File: config.mk
export PLATFORM = sky130hd
export DESIGN_NAME = inst_axi_rd_bridge_flat
export DESIGN_NICKNAME = d
export VERILOG_FILES = /design/src/rtl/inst_axi_rd_bridge_pkg.sv /design/src/rtl/inst_axi_rd_bridge_if.sv /design/src/rtl/inst_axi_rd_bridge.sv /design/src/flat_wrapper.sv
export SDC_FILE = /design/constraint.sdc
export NUM_CORES = 1
export LEC_CHECK = 0
export BUFFER_PORTS_ARGS = -buffer_cell sky130_fd_sc_hd__buf_2
export CORE_UTILIZATION = 30
export CTS_BUF_LIST = sky130_fd_sc_hd__clkbuf_4 sky130_fd_sc_hd__clkbuf_8
export CTS_CLUSTER_DIAMETER = 50
export DETAILED_ROUTE_END_ITERATION = 10
export GPL_ROUTABILITY_DRIVEN = 1
export PLACE_DENSITY = 0.68
export SLEW_MARGIN = 20
export SYNTH_ARGS = -nofsm -noshare
export SYNTH_HDL_FRONTEND = slang
export SYNTH_SLANG_ARGS = --single-unit
File: constraint.sdc
create_clock -name clk -period 2.4 [get_ports clk]
set_input_delay 0.36 -clock clk [delete_from_list [all_inputs] [get_ports clk]]
set_output_delay 0.36 -clock clk [all_outputs]
set_load 0.005 [all_outputs]
File: src/rtl/inst_axi_rd_bridge_pkg.sv
// Shared AXI read-channel constants and AR FSM encoding for the instruction/data bridges.
package inst_axi_rd_bridge_pkg;

  localparam logic [7:0] AXI_LEN_1BEAT  = 8'd0;
  localparam logic [2:0] AXI_SIZE_4B    = 3'b010;
  localparam logic [1:0] AXI_BURST_INCR = 2'b01;
  localparam logic [1:0] AXI_RESP_OKAY  = 2'b00;

  typedef enum logic {
    ArIdle = 1'b0,
    ArSend = 1'b1
  } ar_st_e;

endpackage

File: src/rtl/inst_axi_rd_bridge_if.sv
// Instruction SRAM-like request side plus single-beat AXI4 read channel.
interface inst_axi_rd_bridge_if;

  logic        inst_sram_en;
  logic [31:0] inst_sram_addr;
  logic        inst_sram_addr_ok;
  logic        inst_sram_data_ok;
  logic [31:0] inst_sram_rdata;

  logic [3:0]  arid;
  logic [31:0] araddr;
  logic [7:0]  arlen;
  logic [2:0]  arsize;
  logic [1:0]  arburst;
  logic        arvalid;
  logic        arready;
  logic [3:0]  rid;
  logic [31:0] rdata;
  logic [1:0]  rresp;
  logic        rlast;
  logic        rvalid;
  logic        rready;

  // Bridge side
  modport master (
    input  inst_sram_en, inst_sram_addr,
    output inst_sram_addr_ok, inst_sram_data_ok, inst_sram_rdata,
    output arid, araddr, arlen, arsize, arburst, arvalid,
    input  arready,
    input  rid, rdata, rresp, rlast, rvalid,
    output rready
  );

  // IF stage and AXI slave side
  modport slave (
    output inst_sram_en, inst_sram_addr,
    input  inst_sram_addr_ok, inst_sram_data_ok, inst_sram_rdata,
    input  arid, araddr, arlen, arsize, arburst, arvalid,
    output arready,
    output rid, rdata, rresp, rlast, rvalid,
    input  rready
  );

endinterface

File: src/rtl/inst_axi_rd_bridge.sv
// Instruction fetch bridge: SRAM-like requests to in-order single-beat AXI reads,
// with up to MAX_OUTST accepted-but-unreturned fetches.
module inst_axi_rd_bridge
  import inst_axi_rd_bridge_pkg::*;
#(
  parameter logic [3:0]  ARID_VAL  = 4'd0,
  parameter int unsigned MAX_OUTST = 2
) (
  input logic                  clk,
  input logic                  reset,
  inst_axi_rd_bridge_if.master bus
);

  localparam logic [1:0] MaxCnt = 2'(MAX_OUTST);

  ar_st_e      ar_st_q, ar_st_d;
  logic [31:0] araddr_q, araddr_d;
  logic [1:0]  outst_cnt_q, outst_cnt_d;
  logic        addr_ok;
  logic        r_hs;
  logic        rready;

  always_comb begin
    // Gated by reset so nothing is accepted while state is being cleared
    addr_ok     = !reset && (ar_st_q == ArIdle) && bus.inst_sram_en && (outst_cnt_q < MaxCnt);
    rready      = (outst_cnt_q != 2'd0);
    r_hs        = bus.rvalid && rready;
    ar_st_d     = ar_st_q;
    araddr_d    = araddr_q;
    outst_cnt_d = outst_cnt_q;

    unique case (ar_st_q)
      ArIdle: begin
        if (addr_ok) begin
          ar_st_d  = ArSend;
          araddr_d = bus.inst_sram_addr;
        end
      end
      ArSend: begin
        if (bus.arready) ar_st_d = ArIdle;
      end
      default: ar_st_d = ArIdle;
    endcase

    unique case ({addr_ok, r_hs})
      2'b10:   outst_cnt_d = outst_cnt_q + 2'd1;
      2'b01:   outst_cnt_d = outst_cnt_q - 2'd1;
      default: outst_cnt_d = outst_cnt_q;
    endcase
  end

  always_ff @(posedge clk) begin
    if (reset) begin
      ar_st_q     <= ArIdle;
      araddr_q    <= '0;
      outst_cnt_q <= '0;
    end else begin
      ar_st_q     <= ar_st_d;
      araddr_q    <= araddr_d;
      outst_cnt_q <= outst_cnt_d;
    end
  end

  assign bus.inst_sram_addr_ok = addr_ok;
  assign bus.inst_sram_data_ok = r_hs;
  assign bus.inst_sram_rdata   = bus.rdata;
  assign bus.arid              = ARID_VAL;
  assign bus.araddr            = araddr_q;
  assign bus.arlen             = AXI_LEN_1BEAT;
  assign bus.arsize            = AXI_SIZE_4B;
  assign bus.arburst           = AXI_BURST_INCR;
  assign bus.arvalid           = (ar_st_q == ArSend);
  assign bus.rready            = rready;

  // Responses are in order and single-beat; the error response is not recorded
  logic unused_rsigs;
  assign unused_rsigs = ^{bus.rid, bus.rlast, bus.rresp};

endmodule
File: src/flat_wrapper.sv
// flat-port wrapper written by rule: the top's interface ports become plain ports
module inst_axi_rd_bridge_flat import inst_axi_rd_bridge_pkg::*;
#(
  parameter logic [3:0]  ARID_VAL  = 4'd0,
  parameter int unsigned MAX_OUTST = 2
)
  (clk, reset, bus_inst_sram_en, bus_inst_sram_addr, bus_inst_sram_addr_ok, bus_inst_sram_data_ok, bus_inst_sram_rdata, bus_arid, bus_araddr, bus_arlen, bus_arsize, bus_arburst, bus_arvalid, bus_arready, bus_rid, bus_rdata, bus_rresp, bus_rlast, bus_rvalid, bus_rready);
  inst_axi_rd_bridge_if bus_i ();
  input logic clk;
  input logic reset;
  input wire logic [$bits(bus_i.inst_sram_en)-1:0] bus_inst_sram_en;
  input wire logic [$bits(bus_i.inst_sram_addr)-1:0] bus_inst_sram_addr;
  output wire logic [$bits(bus_i.inst_sram_addr_ok)-1:0] bus_inst_sram_addr_ok;
  output wire logic [$bits(bus_i.inst_sram_data_ok)-1:0] bus_inst_sram_data_ok;
  output wire logic [$bits(bus_i.inst_sram_rdata)-1:0] bus_inst_sram_rdata;
  output wire logic [$bits(bus_i.arid)-1:0] bus_arid;
  output wire logic [$bits(bus_i.araddr)-1:0] bus_araddr;
  output wire logic [$bits(bus_i.arlen)-1:0] bus_arlen;
  output wire logic [$bits(bus_i.arsize)-1:0] bus_arsize;
  output wire logic [$bits(bus_i.arburst)-1:0] bus_arburst;
  output wire logic [$bits(bus_i.arvalid)-1:0] bus_arvalid;
  input wire logic [$bits(bus_i.arready)-1:0] bus_arready;
  input wire logic [$bits(bus_i.rid)-1:0] bus_rid;
  input wire logic [$bits(bus_i.rdata)-1:0] bus_rdata;
  input wire logic [$bits(bus_i.rresp)-1:0] bus_rresp;
  input wire logic [$bits(bus_i.rlast)-1:0] bus_rlast;
  input wire logic [$bits(bus_i.rvalid)-1:0] bus_rvalid;
  output wire logic [$bits(bus_i.rready)-1:0] bus_rready;
  assign bus_i.inst_sram_en = bus_inst_sram_en;
  assign bus_i.inst_sram_addr = bus_inst_sram_addr;
  assign bus_inst_sram_addr_ok = bus_i.inst_sram_addr_ok;
  assign bus_inst_sram_data_ok = bus_i.inst_sram_data_ok;
  assign bus_inst_sram_rdata = bus_i.inst_sram_rdata;
  assign bus_arid = bus_i.arid;
  assign bus_araddr = bus_i.araddr;
  assign bus_arlen = bus_i.arlen;
  assign bus_arsize = bus_i.arsize;
  assign bus_arburst = bus_i.arburst;
  assign bus_arvalid = bus_i.arvalid;
  assign bus_i.arready = bus_arready;
  assign bus_i.rid = bus_rid;
  assign bus_i.rdata = bus_rdata;
  assign bus_i.rresp = bus_rresp;
  assign bus_i.rlast = bus_rlast;
  assign bus_i.rvalid = bus_rvalid;
  assign bus_rready = bus_i.rready;
  inst_axi_rd_bridge #(.ARID_VAL(ARID_VAL), .MAX_OUTST(MAX_OUTST)) u_core (.clk(clk), .reset(reset), .bus(bus_i));
endmodule
# Yosys cells after proc, flatten, opt, wreduce, memory -nomap -nowiden
# Index checks and enable logic that the tools add are counted.
dict set report word_totals {
  register_bits 35
  input_bits 76
  out_inout_bits 85
  elab_cells 21
}
dict set report classes {
  add_sub_neg 2
  n_lt_le_gt_ge 1
  eq_ne 2
  mux 4
  n_bitwise 1
  n_reduce_logical 8
}
# operator n
set op_table {}
lappend op_table {{1-bit logical AND} 4}
lappend op_table {{2-bit one-hot mux with 2 select lines} 1}
lappend op_table {{2-bit nonzero test} 2}
lappend op_table {{2-bit by 1-bit adder with 2-bit output (second input constant)} 1}
lappend op_table {{2-bit by 1-bit == test with 1-bit output (second input constant)} 1}
lappend op_table {{2-bit == test (second input constant)} 1}
lappend op_table {{2-bit < comparator (second input constant)} 1}
lappend op_table {{1-bit two-way mux} 2}
lappend op_table {{1-bit one-hot mux with 2 select lines} 1}
lappend op_table {{2-bit AND reduction} 1}
lappend op_table {{2-bit by 1-bit subtractor with 2-bit output (second input constant)} 1}
lappend op_table {{1-bit logical NOT} 1}
lappend op_table {{1-bit inverter} 1}

# Depth between registers and ports, before layout
dict set report logic_depth {
  ltp_word 6
  ltp_mapped 7
  depth_no_buf 6
}

# Least setup slack after synthesis
# Ideal clock, no wire load.
dict set report synth_path {
  kind {register -> register}
  start {reg u_core.outst_cnt_q[1]}
  end {reg u_core.outst_cnt_q[1]}
  setup_time_ns 0.070
  arrival_time_ns 1.577
  required_time_ns 2.330
  setup_slack_ns 0.753
  path_stages_with_launch 6
  n_path_buf 0
  synth_period_minus_slack_ns 1.647
  cell_sequence {dfxtp_1 > or2_2 > and2_1 > ha_1 > or3_1 > a21oi_1}
}
dict set report synth_between {
  elab_chain_len 4
  elab_cells_between_ends 10
  cone_classes {2 x add/sub; 1 x order compare; 2 x eq/ne; 1 x mux; 4 x reduce/logical}
}
# element line
set synth_rtl {}
lappend synth_rtl {{start: declaration} inst_axi_rd_bridge.sv:18} ;# logic [1:0] outst_cnt_q, outst_cnt_d;
lappend synth_rtl {{start signal: assignment} inst_axi_rd_bridge.sv:60} ;# outst_cnt_q <= outst_cnt_d;
lappend synth_rtl {{2-bit nonzero test (*)} inst_axi_rd_bridge.sv:26} ;# rready = (outst_cnt_q != 2'd0);
lappend synth_rtl {{named net bus_rready} flat_wrapper.sv:28} ;# output wire logic [$bits(bus_i.rready)-1:0] bus_rready;
lappend synth_rtl {{1-bit logical AND (*)} inst_axi_rd_bridge.sv:27} ;# r_hs = bus.rvalid && rready;
lappend synth_rtl {{named net bus_inst_sram_data_ok} flat_wrapper.sv:14} ;# output wire logic [$bits(bus_i.inst_sram_data_ok)-1:0] bus_inst_sram_data_ok;
lappend synth_rtl {{2-bit by 1-bit == test with 1-bit output / 2-bit == test (equally long branches)} inst_axi_rd_bridge.sv:45} ;# unique case ({addr_ok, r_hs})
lappend synth_rtl {{2-bit one-hot mux with 2 select lines / 2-bit nonzero test (equally long branches)} -}
# Mark *: on every way through the listed nets, which the timed path passes. The rest lies on a longest branch.
# A chain may end at the register's enable or synchronous reset.

# Worst setup path after layout
dict set report layout_path {
  start {reg u_core.outst_cnt_q[1]}
  end {reg u_core.outst_cnt_q[1]}
}
dict set report layout_between {
  elab_chain_len 4
  elab_cells_between_ends 10
  cone_classes {2 x add/sub; 1 x order compare; 2 x eq/ne; 1 x mux; 4 x reduce/logical}
}
# element line
set layout_rtl {}
lappend layout_rtl {{2-bit < comparator / 2-bit nonzero test (equally long branches)} {inst_axi_rd_bridge.sv:25, inst_axi_rd_bridge.sv:26}}
lappend layout_rtl {{1-bit logical AND, on equally long branches} {inst_axi_rd_bridge.sv:25, inst_axi_rd_bridge.sv:27}}
lappend layout_rtl {{2-bit by 1-bit == test with 1-bit output / 2-bit == test (equally long branches)} inst_axi_rd_bridge.sv:45}
lappend layout_rtl {{2-bit one-hot mux with 2 select lines / 2-bit nonzero test (equally long branches)} -}
# Several ways; a longest one is shown, not always the timed one.

==> Flow_metrics.wiki <==
{| class="wikitable"
! Metric !! Value
|-
| Status || complete, no violations
|-
| Biggest cell delay along the critical path || 0.35 ns
|-
| Sequential Area || 700.7 um2
|-
| Arr. time, crit path || 1.93 ns
|-
| Area of the mapped netlist || 0.001700 mm2
|-
| Post-CTS resize count || 0
|-
| TritonRoute pass-1 iters || 2
|-
| Multiplexer fraction of the synthesized cell area || 18.84%
|-
| Number of buffers added to fix hold violations after cts || 0
|-
| Full die area || 0.005973 mm2
|-
| Startpoint of the worst-slack reg-to-reg timing path || u_core.outst_cnt_q[1]
|-
| Drt wl/cell || 9.681 um
|-
| Maximum number of pins on one net before global-route repair || 36
|-
| Starting utilization of the core area || 31.07%
|-
| Worst-path cell with the longest stage delay || dfxtp_1
|-
| Worst-path clk slew || 0.07 ns
|-
| Total clock sinks || 35
|-
| Finished Core Util || 33.95%
|-
| Drt first-iter violations || 13
|-
| Count of final max-slew check failures || 0
|-
| All-Layer GR Usage || 9.259%
|-
| Synthesized-area fraction occupied by and/or/nand/nor cells || 9.713%
|-
| Post-route DRC violation count || 0
|-
| Element type at the critical path end || flop
|-
| Fraction of layout instances using a drive strength above 1 || 39.44%
|-
| Post-synthesis sequential element count || 35
|-
| Number of distinct library cells after synthesis || 19
|-
| Number of buffers added by the clock tree synthesis step || 5
|-
| Number of inserted diodes || 0
|-
| Class of the tightest hold or removal check || in2reg
|-
| Most frequent cells in the layout || buf_2, dfxtp_1, nor2_1
|-
| CTS tree || yes
|-
| Via density per instance || 3.972
|-
| Relative slew slack || 63.64%
|-
| Weighted congestion at the end of routability-driven global placement || 0.6404
|-
| Reg2Reg Setup Slack || 0.68 ns
|-
| Final setup TNS || 0 ns
|-
| Launch point of the worst hold path || bus_inst_sram_addr[22]
|-
| Total number of H-tree levels || 2
|-
| Post-synthesis cell count || 173
|-
| Final standard cell area without fillers || 0.001858 mm2
|-
| P&R area growth vs syn || 9.271%
|-
| Dominant combinational cell family by area after synthesis || buffers and inverters
|-
| Count of maximum capacitance violations || 0
|-
| Floorplan row count || 27
|-
| Final Hold Viols || 0
|-
| Number of buffers added for setup after CTS || 0
|-
| Total routed wirelength || 2.759 mm
|-
| Crit path buf inv count || 0
|-
| Power density of the placed cells || 817.5 mW/mm2
|-
| Worst Setup Path Type || reg2reg
|-
| Post-detailed-placement cell area || 0.001774 mm2
|-
| Sum of overflow across all layers after global routing || 0
|-
| I/O pins || 161
|-
| Crit. Startpoint || u_core.outst_cnt_q[1]
|-
| Critical path destination || u_core.outst_cnt_q[1]
|-
| Mean post-synth cell area || 9.829 um2
|-
| Post-synthesis adder-cell area fraction || 0.7358%
|-
| Final setup skew || 0.005539 ns
|-
| Instance count on the critical path || 5
|-
| Vias in the first global route || 980
|-
| Port buffer count || 72
|-
| Most frequent standard cell in the layout excluding fill and tap cells || buf_2
|-
| Cell type group with the largest total delay on the critical path || simple AND/OR/NAND/NOR gates
|-
| Buffer depth of the longest clock path || 2
|-
| Max rail drop VDD || 0.2426 mV
|-
| Clock network latency to the later pin of the worst-skew pair || 0.28 ns
|-
| Pin slew with the least headroom to its limit || 0.5453 ns
|-
| Sequential-to-total area share from yosys stat || 41.21%
|-
| XOR/XNOR Fraction of Synth Area || 1.030%
|-
| Unrepaired setup endpoints after global routing || false
|-
| Leakage || 0.9852 nW
|-
| Post-DRT Antenna Nets || 0
|-
| R2R cell count || 5
|-
| Core Box Area || 0.005473 mm2
|-
| R2r endpoint || u_core.outst_cnt_q[1]
|-
| Critical path, cell by cell || or2_2, and2_1, ha_1, or3_1, a21oi_1
|-
| Height of the die || 77.29 um
|-
| Area taken by multi-input logic gates || 600.6 um2
|-
| X dimension of the die || 77.29 um
|-
| Layout filler cell count || 588
|-
| Global-route wire length before repair || 4.333 mm
|-
| Critical path launch point type || flop
|-
| Synthesized-area fraction occupied by ao, oa, aoi and oai cells || 0.8830%
|-
| Vias after detailed routing || 1132
|-
| Final critical delay including setup and external delays || 1.720 ns
|-
| Count of synthesis-stage warnings from yosys || 0
|-
| Worst path required time || 2.61 ns
|-
| Period utilisation layout || 71.68%
|-
| Count of final setup violators || 0
|-
| Max frequency || 581.3 MHz
|-
| Number of antenna violations at the first check in global routing || 0
|-
| Clock Root Buffer || clkbuf_8
|-
| Highest fanout seen on the critical path || 4
|-
| Sum of net half-perimeters after detailed placement || 1.927 mm
|-
| Layout Nets || 289
|}
[cells by family (layout without fill, tap and decap cells)]
kind of cell | count (synthesis) | after routing
flip-flops | 35 | 35
buffers and inverters | 59 | 84
multiplexers | 32 | 32
other | 2 | 17
AND/OR/NAND/NOR | 39 | 39
AO/OA/AOI/OAI | 3 | 3
adder cells (fa/ha/maj) | 1 | 1
XOR/XNOR | 2 | 2
[state kept, by name (all words and copies together) (netlist names)]
signal,flops
u_core.outst_cnt_q,2
u_core.bus.arvalid,1
u_core.bus.araddr,32
[Yosys cell counts]
| cell | instances | area share, % |
|---|---|---|
| a21oi_1 | 2 | 0.59 |
| and2_1 | 1 | 0.37 |
| buf_12 | 3 | 3.5 |
| buf_4 | 49 | 22 |
| buf_6 | 1 | 0.66 |
| clkbuf_1 | 4 | 0.88 |
| conb_1 | 2 | 0.44 |
| dfxtp_1 | 35 | 41 |
| ha_1 | 1 | 0.74 |
| inv_1 | 2 | 0.44 |
| mux2i_1 | 32 | 19 |
| nand2b_1 | 1 | 0.37 |
| nor2_1 | 34 | 7.5 |
| nor3b_2 | 1 | 0.74 |
| o21ai_0 | 1 | 0.29 |
| or2_2 | 1 | 0.37 |
| or3_1 | 1 | 0.37 |
| xnor2_1 | 1 | 0.52 |
| xor2_1 | 1 | 0.52 |
[final cells by class]
class | instances | area share, %
clock buffers | 5 | 3.704
clock inverters | 3 | 0.8081
inverters | 2 | 0.4040
multi-input cells | 94 | 32.32
flip-flops and latches | 35 | 37.71
well taps | 72 | 4.848
repair buffers | 74 | 20.20
[metrics by stage]
step	hold slack [ns]	std cells	total power [mW]	setup slack (ns)
2_1_floorplan	0.4777	188	1.096	0.7526
3_3_place_gp	0.4689	277	1.126	0.7128
3_5_place_dp	0.4772	277	1.137	0.6929
4_1_cts	0.2983	285	1.555	0.6754
5_1_grt	0.2938	285	1.634	0.5558
6_report	0.3056	285	1.519	0.6798
[power by group]
| group | internal (mW) | switching, mW | total (mW) |
|---|---|---|---|
| registers | 0.661 | 0.0445 | 0.705 |
| logic | 0.217 | 0.195 | 0.411 |
| clock network | 0.198 | 0.204 | 0.403 |
[worst min-delay path by stage]
stage / end / depth (start not counted)
floorplan: u_core.outst_cnt_q[1] / 2
global placement: u_core.bus.araddr[15] / 2
detailed placement: u_core.bus.araddr[16] / 2
CTS: u_core.bus.araddr[22] / 3
global route: u_core.bus.araddr[2] / 3
finish: u_core.bus.araddr[22] / 3
[worst min-delay path: cells and delay by family]
family | cells | cell delay [ns]
buf+inv | 1 | 0.07
mux | 1 | 0.05
simple gates | 1 | 0.07
[layer usage]
layer,vias to the layer above,share of wire (%),GRT usage (%)
li1,557,-,-
met1,508,42,10.25
met2,60,46,15.13
met3,7,9.5,4.167
met4,0,1.7,4.151
met5,-,0,0
No activity file was read; power rests on OpenSTA's default activity.
